===== config.mk =====
export PLATFORM = sky130hd
export DESIGN_NAME = instruction_fetch
export DESIGN_NICKNAME = d
export VERILOG_FILES = /design/src/rtl/piriscv_pkg.sv /design/src/rtl/fetch_skid_buffer.sv /design/src/rtl/instruction_fetch.sv
export SDC_FILE = /design/constraint.sdc
export NUM_CORES = 1
export LEC_CHECK = 0
export BUFFER_PORTS_ARGS = -buffer_cell sky130_fd_sc_hd__buf_2
export CAP_MARGIN = 15
export CELL_PAD_IN_SITES_DETAIL_PLACEMENT = 1
export CELL_PAD_IN_SITES_GLOBAL_PLACEMENT = 2
export CORE_ASPECT_RATIO = 2
export CORE_MARGIN = 2
export CORE_UTILIZATION = 37
export DETAILED_ROUTE_END_ITERATION = 12
export PLACE_DENSITY = 0.95
export SYNTH_ARGS = -nofsm -noshare
export SYNTH_HDL_FRONTEND = slang
export SYNTH_HIERARCHICAL = 1
export SYNTH_SLANG_ARGS = --single-unit
export TNS_END_PERCENT = 10

===== constraint.sdc =====
create_clock -name clk -period 5.4 [get_ports clk]
set_input_delay 0.81 -clock clk [delete_from_list [all_inputs] [get_ports clk]]
set_output_delay 0.81 -clock clk [all_outputs]
set_load 0.02 [all_outputs]

===== src/rtl/piriscv_pkg.sv =====
// Shared constants for the piRISC pipeline front end.
package piriscv_pkg;

  localparam int          DWIDTH_DEFAULT   = 32;
  localparam logic [31:0] RESET_PC_DEFAULT = 32'h0000_0000;
  localparam int          PC_STEP_DEFAULT  = 4;

  // addi x0, x0, 0 -- the canonical RISC-V NOP, parked in IF/ID when nothing is valid.
  localparam logic [31:0] NOP_INSTR        = 32'h0000_0013;

endpackage : piriscv_pkg


===== src/rtl/fetch_skid_buffer.sv =====
// One-entry {pc, instr} holding register used to catch the word that returns
// from instruction memory while decode is stalled.
module fetch_skid_buffer
  import piriscv_pkg::*;
#(
  parameter int DWIDTH = DWIDTH_DEFAULT
) (
  input  logic              clk,
  input  logic              reset,
  input  logic              clear,
  input  logic              load,
  input  logic              drain,
  input  logic [DWIDTH-1:0] load_pc,
  input  logic [DWIDTH-1:0] load_instr,
  output logic              valid,
  output logic [DWIDTH-1:0] pc,
  output logic [DWIDTH-1:0] instr
);

  // Priority: reset, then clear (flush), then load, then drain.
  always_ff @(posedge clk) begin
    if (reset) begin
      valid <= 1'b0;
      pc    <= '0;
      instr <= DWIDTH'(NOP_INSTR);
    end else if (clear) begin
      valid <= 1'b0;
    end else if (load) begin
      valid <= 1'b1;
      pc    <= load_pc;
      instr <= load_instr;
    end else if (drain) begin
      valid <= 1'b0;
    end
  end

endmodule : fetch_skid_buffer


===== src/rtl/instruction_fetch.sv =====
// Fetch stage: owns the PC, drives instruction memory (1-cycle synchronous
// read), and presents a registered {pc, instr, valid} IF/ID bundle to decode.
//
// Handshake with decode: if_valid is the valid, ~stall is the ready. The bundle
// is consumed at a posedge where if_valid=1 and stall=0; while stall=1 the bundle
// is held stable. redirect squashes the bundle and everything in flight.
module instruction_fetch
  import piriscv_pkg::*;
#(
  parameter int                    DWIDTH   = DWIDTH_DEFAULT,
  parameter logic [DWIDTH_DEFAULT-1:0] RESET_PC = RESET_PC_DEFAULT,
  parameter int                    PC_STEP  = PC_STEP_DEFAULT
) (
  input  logic              clk,
  input  logic              reset,
  input  logic              stall,
  input  logic              redirect,
  input  logic [DWIDTH-1:0] redirect_pc,
  output logic              imem_en,
  output logic [DWIDTH-1:0] imem_addr,
  input  logic [DWIDTH-1:0] imem_data,
  output logic [DWIDTH-1:0] if_pc,
  output logic [DWIDTH-1:0] if_instr,
  output logic              if_valid
);

  localparam logic [DWIDTH-1:0] NOP  = DWIDTH'(NOP_INSTR);
  localparam logic [DWIDTH-1:0] STEP = DWIDTH'(PC_STEP);

  logic [DWIDTH-1:0] pc;
  logic              req_valid;   // a word requested at the previous edge is on imem_data
  logic [DWIDTH-1:0] req_pc;
  logic [DWIDTH-1:0] redirect_target;

  logic              skid_valid;
  logic [DWIDTH-1:0] skid_pc;
  logic [DWIDTH-1:0] skid_instr;
  logic              skid_load;
  logic              skid_drain;

  // Targets are word aligned; the low two bits of redirect_pc carry no meaning.
  logic unused_redirect_lsbs;
  assign unused_redirect_lsbs = ^redirect_pc[1:0];
  assign redirect_target      = {redirect_pc[DWIDTH-1:2], 2'b00};

  // Memory is only enabled when the stage can actually advance.
  assign imem_en   = ~reset & ~stall & ~redirect;
  assign imem_addr = pc;

  // Catch the in-flight word when decode stalls; hand it over when the stall drops.
  assign skid_load  = ~reset & ~redirect & stall & req_valid;
  assign skid_drain = ~reset & ~redirect & ~stall & skid_valid;

  fetch_skid_buffer #(
    .DWIDTH(DWIDTH)
  ) u_skid (
    .clk       (clk),
    .reset     (reset),
    .clear     (redirect),
    .load      (skid_load),
    .drain     (skid_drain),
    .load_pc   (req_pc),
    .load_instr(imem_data),
    .valid     (skid_valid),
    .pc        (skid_pc),
    .instr     (skid_instr)
  );

  // PC and outstanding-request tracking.
  always_ff @(posedge clk) begin
    if (reset) begin
      pc        <= RESET_PC[DWIDTH-1:0];
      req_valid <= 1'b0;
      req_pc    <= '0;
    end else if (redirect) begin
      pc        <= redirect_target;
      req_valid <= 1'b0;
    end else if (imem_en) begin
      pc        <= pc + STEP;
      req_valid <= 1'b1;
      req_pc    <= pc;
    end else begin
      req_valid <= 1'b0;
    end
  end

  // IF/ID register: skid has priority over the fresh memory word so order is kept.
  always_ff @(posedge clk) begin
    if (reset) begin
      if_valid <= 1'b0;
      if_pc    <= '0;
      if_instr <= NOP;
    end else if (redirect) begin
      if_valid <= 1'b0;
    end else if (!stall) begin
      if (skid_valid) begin
        if_valid <= 1'b1;
        if_pc    <= skid_pc;
        if_instr <= skid_instr;
      end else if (req_valid) begin
        if_valid <= 1'b1;
        if_pc    <= req_pc;
        if_instr <= imem_data;
      end else begin
        if_valid <= 1'b0;
      end
    end
  end

endmodule : instruction_fetch

# After elaboration in Yosys (flattened, before gate mapping)
# Index checks and enable logic that the tools add are counted.
# W data, S select, Z words.
# classes
n_addsub,1
n_reduce_logical,7
mux,11
bitwise_logic,10
# op_table
op,n
$mux W32,6
$add A32 B3 Y32 const B,1
$and A1 B1 Y1,7
$reduce_bool A2 Y1,3
$mux W1,5
$reduce_and A2 Y1,2
$not A1 Y1,3
$reduce_and A3 Y1,1
$reduce_or A2 Y1,1
# word_totals
out_inout_bits,98
reg_bits,195
elab_cells,39
input_bits,68

# Depth between registers and ports, before layout
# Gate-level depths: netlist (run 1).
# logic_depth
word_depth,6
mapped_depth,7
ltp_nobuf,5

# Hierarchy
# The synthesis (run 1) kept the hierarchy.
# modules_own_cells
module,area_each_um2,cells_each,seq_area_each_um2,n_inst
instruction_fetch,5778.0,675,2522.4,1
fetch_skid_buffer,3135.5,294,1301.2,1

# Worst setup path before layout (run 1)
# OpenSTA, ideal clock, no wires.
# synth_timing
path_type,input to register
startpoint,input port redirect
endpoint,register u_skid.instr[10]
cell_stages,7
arrival_time_ns,2.346
slack_ns,2.938
n_path_buf,4
setup_ns,0.116
required_time_ns,5.284
path_cell_list,clkbuf_1 > buf_1 > nor3_1 > nor2b_4 > buf_8 > buf_8 > o21ai_2
# synth_between
elab_chain_cells,5
# synth_lines
item,line,text
from (decl),instruction_fetch.sv:17,"input logic redirect,"
$not A1 Y1 (no source line),--,
$and A1 B1 Y1 (3 in series),instruction_fetch.sv:51,assign skid_load = ~reset & ~redirect & stall & req_valid;
via skid_load,instruction_fetch.sv:38,logic skid_load;
$reduce_and A2 Y1 (no source line),--,
to (signal assigned),fetch_skid_buffer.sv:25,instr <= DWIDTH'(NOP_INSTR);
to (signal assigned),fetch_skid_buffer.sv:31,instr <= load_instr;
to (decl),fetch_skid_buffer.sv:17,output logic [DWIDTH-1:0] instr
# The timed path passes the listed nets, and every way through them passes these cells.
# A chain may end at the register's enable or synchronous reset.

# Worst setup path after layout (run 1)
# layout_timing
startpoint,input port redirect
endpoint,output port imem_en
# layout_between
elab_chain_cells,2
# layout_lines
item,line,text
$not A1 Y1 (no source line),--,
$and A1 B1 Y1,instruction_fetch.sv:47,assign imem_en = ~reset & ~stall & ~redirect;
to (decl),instruction_fetch.sv:19,"output logic imem_en,"
# No other way between the ends.

==> summary.md, run 1 <==
| Metric | Value |
|---|---|
| Outcome | finished clean |
| Synth Flop Type | dfxtp_1 |
| Post-route DRC | 0 |
| Mux cell area share after synthesis | 0.0741 |
| Largest net degree at the start of global routing | 94 |
| Min cycle time layout | 3460 ps |
| Yosys cell types | 57 |
| TritonCTS clock tree | yes |
| TritonRoute pass-1 iters | 4 |
| CTS clk-pin slew, worst paths | 60 ps |
| Compound-Gate Fraction of Synth Area | 0.169 |
| Yosys top cell area share | 0.429 |
| H-tree level count | 4 |
| RSZ-0062 raised after global routing | false |
| Worst Hold Launch | if_instr[0] |
| Final net count | 1139 |
| Grt total ovfl | 0 |
| CP required | 4590 ps |
| CP max FO | 59 |
| PD cells | 287 nW/um^2 |
| Cell Area, Synth | 8910 um^2 |
| Fillcell total | 2773 |
| First-pass GRT wire length | 40200 um |
| CTS root buffer | clkbuf_16 |
| Max cap viols | 0 |
| DR vias/cell | 5.51 |
| Crit path arrival time | 2650 ps |
| Simple-gate share of the synthesized area | 0.261 |
| DIE AREA | 25400 um^2 |
| Final Util | 0.434 |
| Post-route clock period utilization | 0.641 |
| PortBufs | 161 |
| Crit path from | redirect |
| Die H | 224 um |
| Cell taking the most area after synthesis | dfxtp_1 |
| Initial antenna violation count | 2 |
| Pin slew with the least headroom to its limit | 1010 ps |
| Final setup fails | 0 |
| Max frequency | 289 MHz |
| Post-synth EDFFs | 0 |
| Yosys warns | 6 |
| Critical Path Start Type | input port |
| Adder-cell share of the synthesized area | 0.00140 |
| Sequential share of the synthesized area | 0.429 |
| Critical R2R Launch | imem_addr[4] |
| Commonest non-fill, non-tap cells in the layout | dfxtp_1, buf_2, nor2_1, nand2_1, a211oi_1 |
| Setup Buffers After CTS | 0 |
| Die X | 114 um |
| Hold Crit Class | register to register |
| Setup CP Type | input port to primary output |
| Starting Density | 0.376 |
| Area of the multi-input gates | 4600 um^2 |
| Vias in the first global route | 7636 |
| Post_cts resized | 0 |
| Xor/xnor share of the synthesized area | 0.00786 |
| Async set-reset flop share out of synthesis | 0 |
| Leakage | 3.63 nW |
| Routed vias | 7545 |
| Mean Syn Cell Area | 9.20 um^2 |
| Element type at the critical path end | primary output |
| Slew Limit Fails | 0 |
| Worst rel slew slack | 0.323 |
| Seq cells post-synth | 191 |
| Clock Skews | 8.60 ps |
| Maximum vdd drop | 0.177 mV |
| Register area | 3830 um^2 |
| Commonest non-fill, non-tap cell in the layout | dfxtp_1 |
| Post-detail-place hpwl | 16700 um |
| GRT Overall Usage | 0.199 |
| # IOs | 166 |
| Largest cells by area after synthesis | dfxtp_1, nand4bb_1, mux2i_1 |
| Core area | 23700 um^2 |
| # rows | 80 |
| TritonCTS Buffers | 17 |
| Setup TNS | 0 ps |
| Worst slack, placed | 1730 ps |
| Largest family of logic cells by synthesized area | simple AND/OR/NAND/NOR gates |
| Clk_lat worst skew | 450 ps |
| Iteration-0 DRC Markers | 425 |
| Hold buffers post-CTS | 0 |
| Wirelength per Cell | 18.3 um |
| Final wirelength | 25000 um |
| Area grow syn2layout | 15.5% |
| Gpl congestion | 0.804 |
| Clk sinks | 191 |
| Cells after synthesis | 969 |
| Proportion of layout cells with a drive suffix above 1 | 0.229 |
| Final critical-path setup slack | 1940 ps |
| Clock Path Buffers | 2 |
| Antenna viol nets, final | 0 |
| Final Hold Viols | 0 |
-- logic make-up after synthesis --
family,Yosys count
DFF,191
and+or+nand+nor,386
AOI/OAI and AO/OA,211
adders and majority gates,1
muxes,66
buffers and inverters,105
xor gates and xnor gates,8
other,1
-- sequential cells by signal, summed over array words and instances (netlist names) --
register and flops:
if_pc 32, if_valid 1, if_instr 32, imem_addr 30, u_skid/pc 32, req_pc 30, req_valid 1, u_skid/instr 32
u_skid/valid 1
-- worst paths after layout --
kind              slack (ps)  cells past startpoint            end
setup / recovery        1940                      5        imem_en
hold / removal           460                      1    if_instr[0]
setup reg to reg        2750                      4  imem_addr[22]
hold reg to reg          460                      1    if_instr[0]
-- worst max-delay path, cell delays in order --
cell and delay (ps):
buf_2 670, buf_4 630, or3_1 250, inv_1 70
buf_2 180
-- per-layer routing --
metal  share of wire  wire [um]  GRT usage  vias up
met4           0.024        592     0.0692        0
met5               0          0          0        -
met3           0.032        790     0.0397       32
met2            0.52      13100      0.359      154
met1            0.42      10600      0.230     3655
li1                -          -          -     3704
-- where the power goes --
part | internal (mW) | switching, mW | total [mW] | leakage (nW)
clock | 0.652 | 0.556 | 1.21 | 0.256
combinational | 0.100 | 0.152 | 0.253 | 1.83
sequential | 1.44 | 0.0483 | 1.49 | 1.55
-- Yosys cell counts (9+ instances only) --
| master | instances |
|---|---|
| nand2_1 | 80 |
| nand4_1 | 9 |
| o21ai_1 | 23 |
| and4_1 | 9 |
| clkbuf_1 | 58 |
| dfxtp_1 | 191 |
| mux2i_1 | 66 |
| nor2_1 | 95 |
| buf_1 | 10 |
| buf_2 | 11 |
| o21ai_2 | 39 |
| a211oi_1 | 70 |
| a311oi_1 | 9 |
| nand2b_1 | 63 |
| inv_1 | 12 |
| a21oi_1 | 37 |
| nand4bb_1 | 62 |
| nand3_1 | 15 |
-- through the flow --
stage | power [mW] | area, um^2 | hold WS [ps] | cells
2_1_floorplan | 1.68 | 8920 | 442 | 972
6_report | 2.95 | 10300 | 463 | 1370
5_1_grt | 3.07 | 10300 | 489 | 1370
4_1_cts | 2.99 | 10300 | 466 | 1368
3_3_place_gp | 1.77 | 9740 | 442 | 1338
3_5_place_dp | 1.78 | 9740 | 450 | 1338
-- cell type report --
| type | count | share of cell area |
|---|---|---|
| repair buffers | 172 | 0.0881 |
| flip-flops and latches | 191 | 0.372 |
| clock inverters | 10 | 0.00888 |
| well taps | 287 | 0.0349 |
| inverters | 12 | 0.00438 |
| diodes | 2 | 0.000486 |
| clock buffers | 20 | 0.0444 |
| multi-input cells | 676 | 0.447 |
Power figures use the tool's default switching activity.
==> inputs of run 2 (changes only) <==
--- a/config.mk
+++ b/config.mk
@@ -5,15 +5,16 @@
 export SDC_FILE = /design/constraint.sdc
 export NUM_CORES = 1
 export LEC_CHECK = 0
+export ABC_AREA = 1
 export BUFFER_PORTS_ARGS = -buffer_cell sky130_fd_sc_hd__buf_2
 export CAP_MARGIN = 15
 export CELL_PAD_IN_SITES_DETAIL_PLACEMENT = 1
 export CELL_PAD_IN_SITES_GLOBAL_PLACEMENT = 2
 export CORE_ASPECT_RATIO = 2
 export CORE_MARGIN = 2
-export CORE_UTILIZATION = 37
+export CORE_UTILIZATION = 30
 export DETAILED_ROUTE_END_ITERATION = 12
-export PLACE_DENSITY = 0.95
+export PLACE_DENSITY = 0.89
 export SYNTH_ARGS = -nofsm -noshare
 export SYNTH_HDL_FRONTEND = slang
 export SYNTH_HIERARCHICAL = 1
==> constraint.sdc (replaced) <==
create_clock -name clk -period 3.4 [get_ports clk]
set_input_delay 0.51 -clock clk [delete_from_list [all_inputs] [get_ports clk]]
set_output_delay 0.51 -clock clk [all_outputs]
set_load 0.02 [all_outputs]
==> run 2 against run 1 <==
  * Die area is 21% higher
  * Clock power up 69%
  * Worst hold slack lost 140 ps
  * Global-route usage decreased by 0.94 points
  * Register-to-register slack got worse by 1200 ps
  * Combinational power increased by 71%
  * Power grew 64%
  * Area after synthesis is 1.7% lower
  * First-iteration DRC count fell by 33%
  * Non-clock buffer count is 7 higher
  * Largest cell class unchanged
==> summary.md, run 2 <==
| Metric | Value |
|---|---|
| RSZ-0062 raised after global routing | false |
| Commonest non-fill, non-tap cell in the layout | nand2_1 |
| Final net count | 1447 |
| Clk sinks | 191 |
| Cells after synthesis | 1260 |
| PD cells | 468 nW/um^2 |
| Gpl congestion | 0.811 |
| Hold Crit Class | input port to register |
| Post-route clock period utilization | 0.673 |
| Pin slew with the least headroom to its limit | 1020 ps |
| Post-detail-place hpwl | 19700 um |
| Worst rel slew slack | 0.319 |
| DIE AREA | 30700 um^2 |
| Critical Path Start Type | input port |
| Max frequency | 437 MHz |
| Largest cells by area after synthesis | dfxtp_1, nand2_1, nor2_1 |
| Power Total | 4.83 mW |
| Cell Area, Synth | 8760 um^2 |
| Fillcell total | 3695 |
| H-tree level count | 4 |
| Clock Skews | 17.4 ps |
| Post-synth EDFFs | 0 |
| Synth Flop Type | dfxtp_1 |
| Crit path arrival time | 1780 ps |
| Final setup fails | 0 |
| Worst path cell trace | buf_2 -> buf_4 -> nor2_4 -> buf_2 |
| Yosys cell types | 44 |
| CP max FO | 18 |
| Final wirelength | 28500 um |
| TritonCTS Buffers | 17 |
| Max cap viols | 0 |
| Die X | 125 um |
| Mean Syn Cell Area | 6.95 um^2 |
| CTS root buffer | clkbuf_16 |
| Yosys top cell area share | 0.436 |
| Most frequent cells after synthesis | nand2_1, nor2_1, dfxtp_1, inv_1, nand3_1 |
| Cell taking the most area after synthesis | dfxtp_1 |
| Hold buffers post-CTS | 0 |
| Yosys warns | 6 |
| Area grow syn2layout | 17.8% |
| Clk_lat worst skew | 450 ps |
| Seq cells post-synth | 191 |
| Setup CP Type | input port to primary output |
| Outcome | finished clean |
| Initial antenna violation count | 0 |
| Area of the multi-input gates | 4050 um^2 |
| # IOs | 166 |
| Wirelength per Cell | 16.3 um |
| Sequential share of the synthesized area | 0.436 |
| Register area | 3820 um^2 |
| Leakage | 4.42 nW |
| N_diodes | 0 |
| Min cycle time layout | 2290 ps |
| Proportion of layout cells with a drive suffix above 1 | 0.186 |
| Post-route DRC | 0 |
| CP required | 2890 ps |
| TritonCTS clock tree | yes |
| CP most frequent cell | buf_2 |
| Starting Density | 0.304 |
| Crit-path max cell delay | 460 ps |
| PortBufs | 161 |
| First-pass GRT wire length | 46100 um |
| Routed vias | 8524 |
| TritonRoute pass-1 iters | 4 |
| Count leader, synth | nand2_1 |
| Antenna viol nets, final | 0 |
| Vias in the first global route | 8764 |
| Maximum vdd drop | 0.366 mV |
| Clock Path Buffers | 2 |
| Async set-reset flop share out of synthesis | 0 |
| Slew Limit Fails | 0 |
| Iteration-0 DRC Markers | 284 |
| Final Hold Viols | 0 |
| DR vias/cell | 4.87 |
| # rows | 88 |
| Slowest CP cell | nor2_4 |
| Setup TNS | 0 ps |
| Element type at the critical path end | primary output |
| Setup Buffers After CTS | 0 |
| Commonest non-fill, non-tap cells in the layout | nand2_1, nor2_1, dfxtp_1, buf_2, inv_1 |
| Core area | 28800 um^2 |
| Die H | 246 um |
| GRT Overall Usage | 0.189 |
| Largest net degree at the start of global routing | 119 |
| Post_cts resized | 0 |
| CTS clk-pin slew, worst paths | 70 ps |
| Grt total ovfl | 0 |
## run 2: cell count changes after synthesis, moves of 67 or more
cell,previous run,this run
nand3_1,15,98
a211oi_1,70,1
a31oi_1,2,69
nand2_1,80,307
o21ai_0,5,90
nor2_1,95,194
inv_1,12,106
## run 2: final cells by class
type | instances | area share
clock inverters | 12 | 0.0132
inverters | 120 | 0.0442
multi-input cells | 869 | 0.392
clock buffers | 19 | 0.0429
well taps | 360 | 0.0436
flip-flops and latches | 191 | 0.370
repair buffers | 179 | 0.0936
## run 2: critical path: cells and delay by family
family,cells,cell delay [ps]
buffers and inverters,3,790
and+or+nand+nor,1,460
## run 2: cell families (layout without fill, tap and decap cells)
family          after synthesis  count (layout)  share of synthesized area
flops                       191             191                      0.436
simple gates                639             639                      0.309
compound gates              220             220                      0.144
xor+xnor                      5               5                    0.00500
other cells                   1               4                   0.000428
buf+inv                     203             330                      0.104
fa+ha+maj                     1               1                    0.00143
## run 2: through the flow
step / util / setup slack, ps / hold WS (ps) / cell area, um^2 / std cells
finish: 0.358 / 1110 / 324 / 10300 / 1750
global route: 0.358 / 1060 / 319 / 10300 / 1750
CTS: 0.358 / 1090 / 302 / 10300 / 1750
detailed placement: 0.338 / 938 / 462 / 9750 / 1719
global placement: 0.338 / 1010 / 441 / 9750 / 1719
floorplan: - / 1490 / 430 / 8770 / 1263
## run 2: metal layers
metal  up-vias  global-route usage  share of wire
li1       4277                   -              -
met1      4051               0.199           0.39
met2       158               0.369           0.55
met3        38              0.0272          0.027
met4         0              0.0817          0.030
met5         -                   0              0
## run 2: final timing paths
kind	slack, ps	cells after the start	end	start
min	320	3	imem_addr[6]	redirect_pc[6]
max	1110	4	imem_en	redirect
max reg2reg	1560	4	if_instr[22]	u_skid/valid
min reg2reg	470	2	u_skid/instr[4]	u_skid/instr[4]
## run 2: power by group
part | internal [mW] | switching [mW] | total (mW) | leakage [nW]
sequential | 2.30 | 0.0607 | 2.36 | 1.55
combinational | 0.143 | 0.289 | 0.432 | 2.59
clock | 1.11 | 0.936 | 2.04 | 0.276
total | 3.55 | 1.29 | 4.83 | 4.42
